## src/rtl/wb_arbiter.sv

```systemverilog
// wb_arbiter: round-robin write-back arbiter for the 6-input register-file
// write-data mux (mux_WD). Issues at most one registered grant per cycle and
// drives the mux selector, write enable and write address.
// Optional build macro: WB_LOAD_PRIORITY_EN (mem-load requester 1 always wins
// when eligible). When undefined, all six requesters are pure round-robin.
module wb_arbiter (
   input  logic        clk,
   input  logic        reset,
   input  logic [5:0]  req,
   input  logic [29:0] waddr,
   input  logic        wb_stall,
   output logic [5:0]  gnt,
   output logic [2:0]  wd_sel,
   output logic        reg_wr,
   output logic [4:0]  wr_addr,
   output logic        busy
);

   localparam int unsigned N_REQ  = 6;
   localparam int unsigned ADDR_W = 5;

   localparam logic [1:0] IDLE  = 2'd0;
   localparam logic [1:0] GRANT = 2'd1;
   localparam logic [1:0] STALL = 2'd2;

   logic [1:0]        state;
   logic [1:0]        state_next;
   logic [2:0]        last_ptr;
   logic [N_REQ-1:0]  elig;
   logic [2:0]        winner;
   logic              found;
   logic              issue;
   logic [ADDR_W-1:0] sel_addr;

   // A requester is masked in the cycle its own grant is high.
   assign elig  = req & ~gnt;
   assign issue = found & ~wb_stall;

   // Round-robin search starting just after the last winner, wrapping 5 -> 0.
   always_comb begin
      logic [3:0] cand;
      winner = 3'd0;
      found  = 1'b0;
      cand   = 4'd0;
      for (int unsigned k = 1; k <= N_REQ; k++) begin
         cand = 4'({1'b0, last_ptr}) + 4'(k);
         if (cand >= 4'(N_REQ)) begin
            cand = cand - 4'(N_REQ);
         end
         if (!found && elig[cand[2:0]]) begin
            found  = 1'b1;
            winner = cand[2:0];
         end
      end
`ifdef WB_LOAD_PRIORITY_EN
      if (elig[1]) begin
         found  = 1'b1;
         winner = 3'd1;
      end
`endif
   end

   // Destination register of the selected requester.
   assign sel_addr = waddr[ADDR_W*32'(winner) +: ADDR_W];

   // Next-state logic: a stall only blocks the next issue.
   always_comb begin
      state_next = state;
      case (state)
         IDLE: begin
            if (issue) state_next = GRANT;
            else       state_next = IDLE;
         end
         GRANT, STALL: begin
            if (wb_stall)   state_next = STALL;
            else if (found) state_next = GRANT;
            else            state_next = IDLE;
         end
         default: state_next = IDLE;
      endcase
   end

   // State register.
   always_ff @(posedge clk) begin
      if (!reset) state <= IDLE;
      else        state <= state_next;
   end

   // Registered grant, mux select, write enable/address and pointer update.
   always_ff @(posedge clk) begin
      if (!reset) begin
         gnt      <= '0;
         wd_sel   <= '0;
         reg_wr   <= 1'b0;
         wr_addr  <= '0;
         busy     <= 1'b0;
         last_ptr <= 3'd5;
      end else begin
         busy <= (state_next != IDLE);
         if (issue) begin
            gnt      <= 6'b1 << winner;
            wd_sel   <= winner;
            wr_addr  <= sel_addr;
            reg_wr   <= (sel_addr != '0);
            last_ptr <= winner;
         end else begin
            gnt    <= '0;
            reg_wr <= 1'b0;
         end
      end
   end

endmodule

```

## config.mk

```make
export PLATFORM = sky130hd
export DESIGN_NAME = wb_arbiter
export DESIGN_NICKNAME = d
export VERILOG_FILES = /design/src/rtl/wb_arbiter.sv
export SDC_FILE = /design/constraint.sdc
export NUM_CORES = 1
export LEC_CHECK = 0
export CAP_MARGIN = 10
export CORE_UTILIZATION = 30
export CTS_CLUSTER_DIAMETER = 40
export DETAILED_ROUTE_END_ITERATION = 10
export DONT_BUFFER_PORTS = 1
export GPL_ROUTABILITY_DRIVEN = 0
export GPL_TIMING_DRIVEN = 0
export PLACE_DENSITY = 0.55
export SLEW_MARGIN = 20
export SYNTH_ARGS = -nofsm -noshare
export SYNTH_HDL_FRONTEND = slang
export SYNTH_SLANG_ARGS = --single-unit
```

## constraint.sdc

```tcl
create_clock -name clk -period 5.1 [get_ports clk]
set_input_delay 1.53 -clock clk [delete_from_list [all_inputs] [get_ports clk]]
set_output_delay 1.53 -clock clk [all_outputs]
set_load 0.01 [all_outputs]
```

After elaboration in Yosys (flattened, before gate mapping):

Cells that the tools add are included.

* register bits after elaboration: 21
* latch bits: 0
* bits in writable memories: 0
* bits in read-only memories: 0
* input bits: 39
* output and inout bits: 16
* logic and storage cells: 89
* memories: 0

* add/subtract/negate cells: 12
* multiply operators: 1
* divide/modulo/power cells: 0
* order comparisons: 12
* equality and inequality tests: 2
* shifts and indexed selects: 2
* mux-type cells: 34
* bitwise gates (word level): 4
* reduce and logical (&&, ||, !) cells: 15

Operators with widths (number)
* $mux W3: 12
* $shiftx A30 B7 Y5: 1
* $ge A4 B3 Y1 const B: 6
* $lt A3 B4 Y1 const B: 6
* $bmux W1 S3: 6
* $sub A3 B3 Y3 const B: 6
* $mux W1: 14
* $add A3 B3 Y4 const B: 3
* $add A3 B2 Y4 const B: 2
* $and A6 B6 Y6: 1
* $mul A3 B3 Y6 const A: 1
* $not A6 Y6: 1
* $shl A1 B3 Y6 const A: 1
* $logic_and A1 B1 Y1: 5
* $logic_not A1 Y1: 5
* $reduce_bool A5 Y1: 1
* $add A3 B1 Y4 const B: 1
* $pmux W2 S2: 1
* $eq A2 B1 Y1 const B: 1
* $eq A2 B2 Y1 const B: 1
* $logic_not A2 Y1: 1
* $mux W2: 1
* $reduce_and A2 Y1: 1
* $reduce_bool A2 Y1: 1
* other kinds (3): 3

Logic depth before layout (Yosys ltp):

Gate-level depths: netlist (run 1).

* depth in word-level cells: 25
* mapped depth: 16
* mapped depth without buffers: 13

Least setup slack after synthesis (run 1):

OpenSTA, ideal clock, no wires.

* path type: input to register
* start point: input req[2]
* end point: register reg_wr
* library setup time: 115 ps
* arrival: 4122 ps
* data required time: 4985 ps
* slack: 863 ps
* stages: 11
* buffers on the path: 1
* cell sequence: or3b_1 a21bo_1 a222oi_1 mux2_2 o22a_1 o22ai_2 buf_2 o22ai_1 a31oi_1 nand4_1 o21ba_1

* cells in the longest elaborated chain, start to end: 22
* elaborated cells on any way between the ends: 40
* classes of those cells: mul (1); shift (1); mux (24); bitwise (2); reduce/logical (12)

Ends and longest elaborated chain
* from (decl): line 9 `input logic [5:0] req,`
* $and A6 B6 Y6 (*): line 36 `assign elig = req & ~gnt;`
* $bmux W1 S3: line 50 `if (!found && elig[cand[2:0]]) begin`
* $mux W1 (not written as such): line 50
* $mux W1: line 50
* $logic_not A1 Y1: line 50
* $logic_and A1 B1 Y1: line 50
* $mux W1: line 50
* $logic_not A1 Y1: line 50
* (+6 left out)
* $logic_and A1 B1 Y1: line 50
* $mux W1: line 50
* $logic_not A1 Y1: line 50
* $logic_and A1 B1 Y1: line 50
* $mux W3: line 50
* $mul A3 B3 Y6: line 64 `assign sel_addr = waddr[ADDR_W*32'(winner) +: ADDR_W];`
* $shiftx A30 B7 Y5: line 64
* $reduce_bool A5 Y1: line 104 `reg_wr <= (sel_addr != '0);`
* to (signal assigned): line 104
* to (decl): line 14 `output logic reg_wr,`

Every way passes the cells marked *; elsewhere a longest branch is shown, timed or not. The select of a mux whose other input is x is not followed.
A chain may end at the register's enable or synchronous reset.

==> results of run 1 <==
==> layout make-up <==
type | instances | area [sq um]
sequential | 20 | 400
fill | 637 | 3960
clock inverter | 1 | 30.0
tap | 75 | 93.8
inverter | 8 | 30.0
multi-input combinational | 189 | 1440
buffer | 12 | 66.3
clock buffer | 3 | 41.3
==> worst paths after layout <==
path	endpoint	slack, ns	cells past startpoint
hold / removal	wd_sel[2]$_SDFFE_PN0N_	0.52	2
setup reg to reg	reg_wr$_SDFF_PN0_	0.52	15
hold reg to reg	wd_sel[2]$_SDFFE_PN0N_	0.52	2
setup / recovery	reg_wr$_SDFF_PN0_	0.52	15
==> state kept, by name (all words and copies together) (netlist names) <==
name	flops
reg_wr	1
wd_sel	3
state	2
wr_addr	5
last_ptr	2
gnt	6
busy	1
==> critical path, delay by kind of cell (launching register included) <==
kind	cells	cell delay [ns]
multiplexers	1	0.19
flip-flops	1	0.47
adder cells (fa/ha/maj)	1	0.38
AND/OR/NAND/NOR	4	0.80
buffers and inverters	3	0.81
AO/OA/AOI/OAI	6	1.82
==> cells in the mapped netlist, drive strengths merged (5+ instances only) <==
| library cell | number |
|---|---|
| ha | 13 |
| and2 | 7 |
| nand2 | 14 |
| inv | 8 |
| buf | 8 |
| mux2i | 14 |
| nor2b | 8 |
| o22ai | 6 |
| dfxtp | 20 |
| nand2b | 5 |
| o211a | 7 |
| nand3 | 6 |
| mux2 | 6 |
| a21oi | 8 |
| or2 | 5 |
| o21ai | 5 |
| nor2 | 16 |
==> logic make-up (layout without fill, tap and decap cells) <==
kind of cell | after synthesis | in the layout | synth area share
flops | 20 | 20 | 0.207
compound gates | 61 | 61 | 0.251
fa+ha+maj | 13 | 13 | 0.0840
buf+inv | 20 | 24 | 0.0498
mux | 22 | 22 | 0.131
xor+xnor | 6 | 6 | 0.0271
simple gates | 87 | 87 | 0.251
==> metal layers <==
metal,vias up,global-route usage
li1,865,-
met1,809,0.196
met2,51,0.268
met3,7,0.0220
met4,0,0.0509
met5,-,0
==> metrics by stage <==
stage	setup slack, ns	area (sq um)	hold slack [ns]	util
after CTS	0.505	2100	0.523	0.347
after global routing	0.157	2100	0.549	0.347
after floorplan	0.863	1940	0.488	-
after global placement	0.396	2030	0.508	0.335
final	0.523	2100	0.525	0.347
after detailed placement	0.452	2030	0.512	0.335
==> flow_summary_export.csv, run 1 <==
group,metric,value,unit
clocking,path_clk_slew,0.08,ns
sta,setup_tns,0,ns
critical_path,cp_max_fo,10,
sta,setup_viol,0,
die,ioPinCount,55,
die,start_util,0.319,
synthesis,synth_area_leader_cell,"dfxtp_1",
critical_path,timing.rr.start,"wd_sel[1]$_SDFFE_PN0N_",
critical_path,start_kind,"register",
critical_path,cp-startpoint,"wd_sel[1]$_SDFFE_PN0N_",
synthesis,netlist_area,1940,sq um
finish,final_common_cell,"dfxtp_1",
global_route,grt_pass1_vias,1618,
run,drv_cap,0,
drt,first_iter_violations,102,
synthesis,ys_types,60,
clocking,cts-root-buf,"clkbuf_8",
global_route,grt_usage,0.155,
hold_path,min_from,"wd_sel[2]$_SDFFE_PN0N_",
clocking,ctsResizeCount,0,
sta,hold_viol,0,
synthesis,synth_top_area_share,0.207,
finish,final_cells,308,
finish,layout-drive-gt1-share,0.124,
synthesis,ys_warn_count,0,
status,status,"finished, final reports clean",
clocking,cts_setup_buffers,0,
critical_path,slowest_delay,0.79,ns
clocking,holdBufCountCts,0,
hold_path,min_path_type,"reg2reg",
critical_path,critPathKind,"reg2reg",
synthesis,syn_nets,281,
drt,top_layer,"met4",
clocking,htreeDepth,1,
drt,dr_wl_met2,2.46,mm
sta,tightestPinTransition,0.907,ns
drt,wire_per_inst,16.3,um
synthesis,synth-edff-count,0,
synthesis,synthArstFlopShare,0,
placed_design,dp.cells,304,
sta,finalCritPeriodShare,0.898,
clocking,clockBufferDepth,2,
placed_design,hpwl,3.99,mm
clocking,clock-sinks,20,
finish,layout_common_cells,"20 x dfxtp_1, 16 x nor2_1, 14 x mux2i_1, 14 x nand2_1, 13 x ha_1",
sta,maxSlewHeadroom,0.386,
sta,fin_crit,4.58,ns
drt,drt-met1-wl,2.21,mm
critical_path,worst_path_most_repeated_cell,"and2_1",
critical_path,end_kind,"register",
clocking,numCtsBuffers,3,
drt,wirelength,5.01,mm
drt,viasPerCell,5.62,
sta,rsz0062_at_grt,"false",
die,die_h,82.3,um
synthesis,ys.flop_type,"dfxtp_1",
finish,area.growth.synth_to_final,8.53,%
sta,clock.fmax,218,MHz
critical_path,slowest_stage,"o311ai_1",
placed_design,portBuffers,0,
global_route,grt_max_degree,13,
critical_path,required,5.26,ns
die,row_count,28,
die,die_area,6780,sq um
critical_path,cp_cell_sequence,"clkbuf_1, inv_1, ha_1, and2_1, and2_1, or2_2, o311ai_1, o2111ai_1, o211ai_4, buf_6, mux2i_1, o22ai_1, a31oi_1, nand4_1, o21ba_1",
clocking,insertion_delay,0.27,ns
die,dieWidth,82.3,um
sta,slew_violations,0,
global_route,grt_pass1_wl,8.00,mm
critical_path,crit_arrival,4.74,ns
synthesis,synth.area.top_cells,"dfxtp_1 21%, ha_1 8.4%, mux2i_1 7.2%, o211a_1 3.6%, nor2_1 3.1%",
drt,detail_route.first_pass.iterations,4,
die,core,6060,sq um
drt,ant_nets,0,
global_route,overflow,0,
finish,final_nets,286,
drt,drc,0,
synthesis,yosysSeqAreaShare,0.207,
clocking,cts_tree,"yes",
synthesis,synth.avg_cell_area,8.45,sq um
drt,vias,1732,
drt,wl_met3,262,um
finish,diodes,0,
synthesis,ys_ff_latch,20,
global_route,antenna_found_initial,0,
sta,fin_skew,0.00702,ns
synthesis,syn_inst,229,
Power of run 1 is left out: the tool's default activity adds up to more than one toggle a clock period on the data nets, which glitch-free logic cannot reach.
==> run 2, diff against run 1 <==
==> constraint.sdc (replaced) <==
create_clock -name clk -period 5.8 [get_ports clk]
set_input_delay 1.74 -clock clk [delete_from_list [all_inputs] [get_ports clk]]
set_output_delay 1.74 -clock clk [all_outputs]
set_load 0.01 [all_outputs]
==> results of run 2 <==
Same layout as run 1 (identical final DEF). Status: finished, final reports clean.
Main changes from that run: setup slack after placement 0.452 ns -> 0.942 ns; setup slack after layout 0.523 ns -> 1.22 ns; register-to-register setup slack 0.52 ns -> 1.22 ns
Power of run 2 is left out for the same reason.
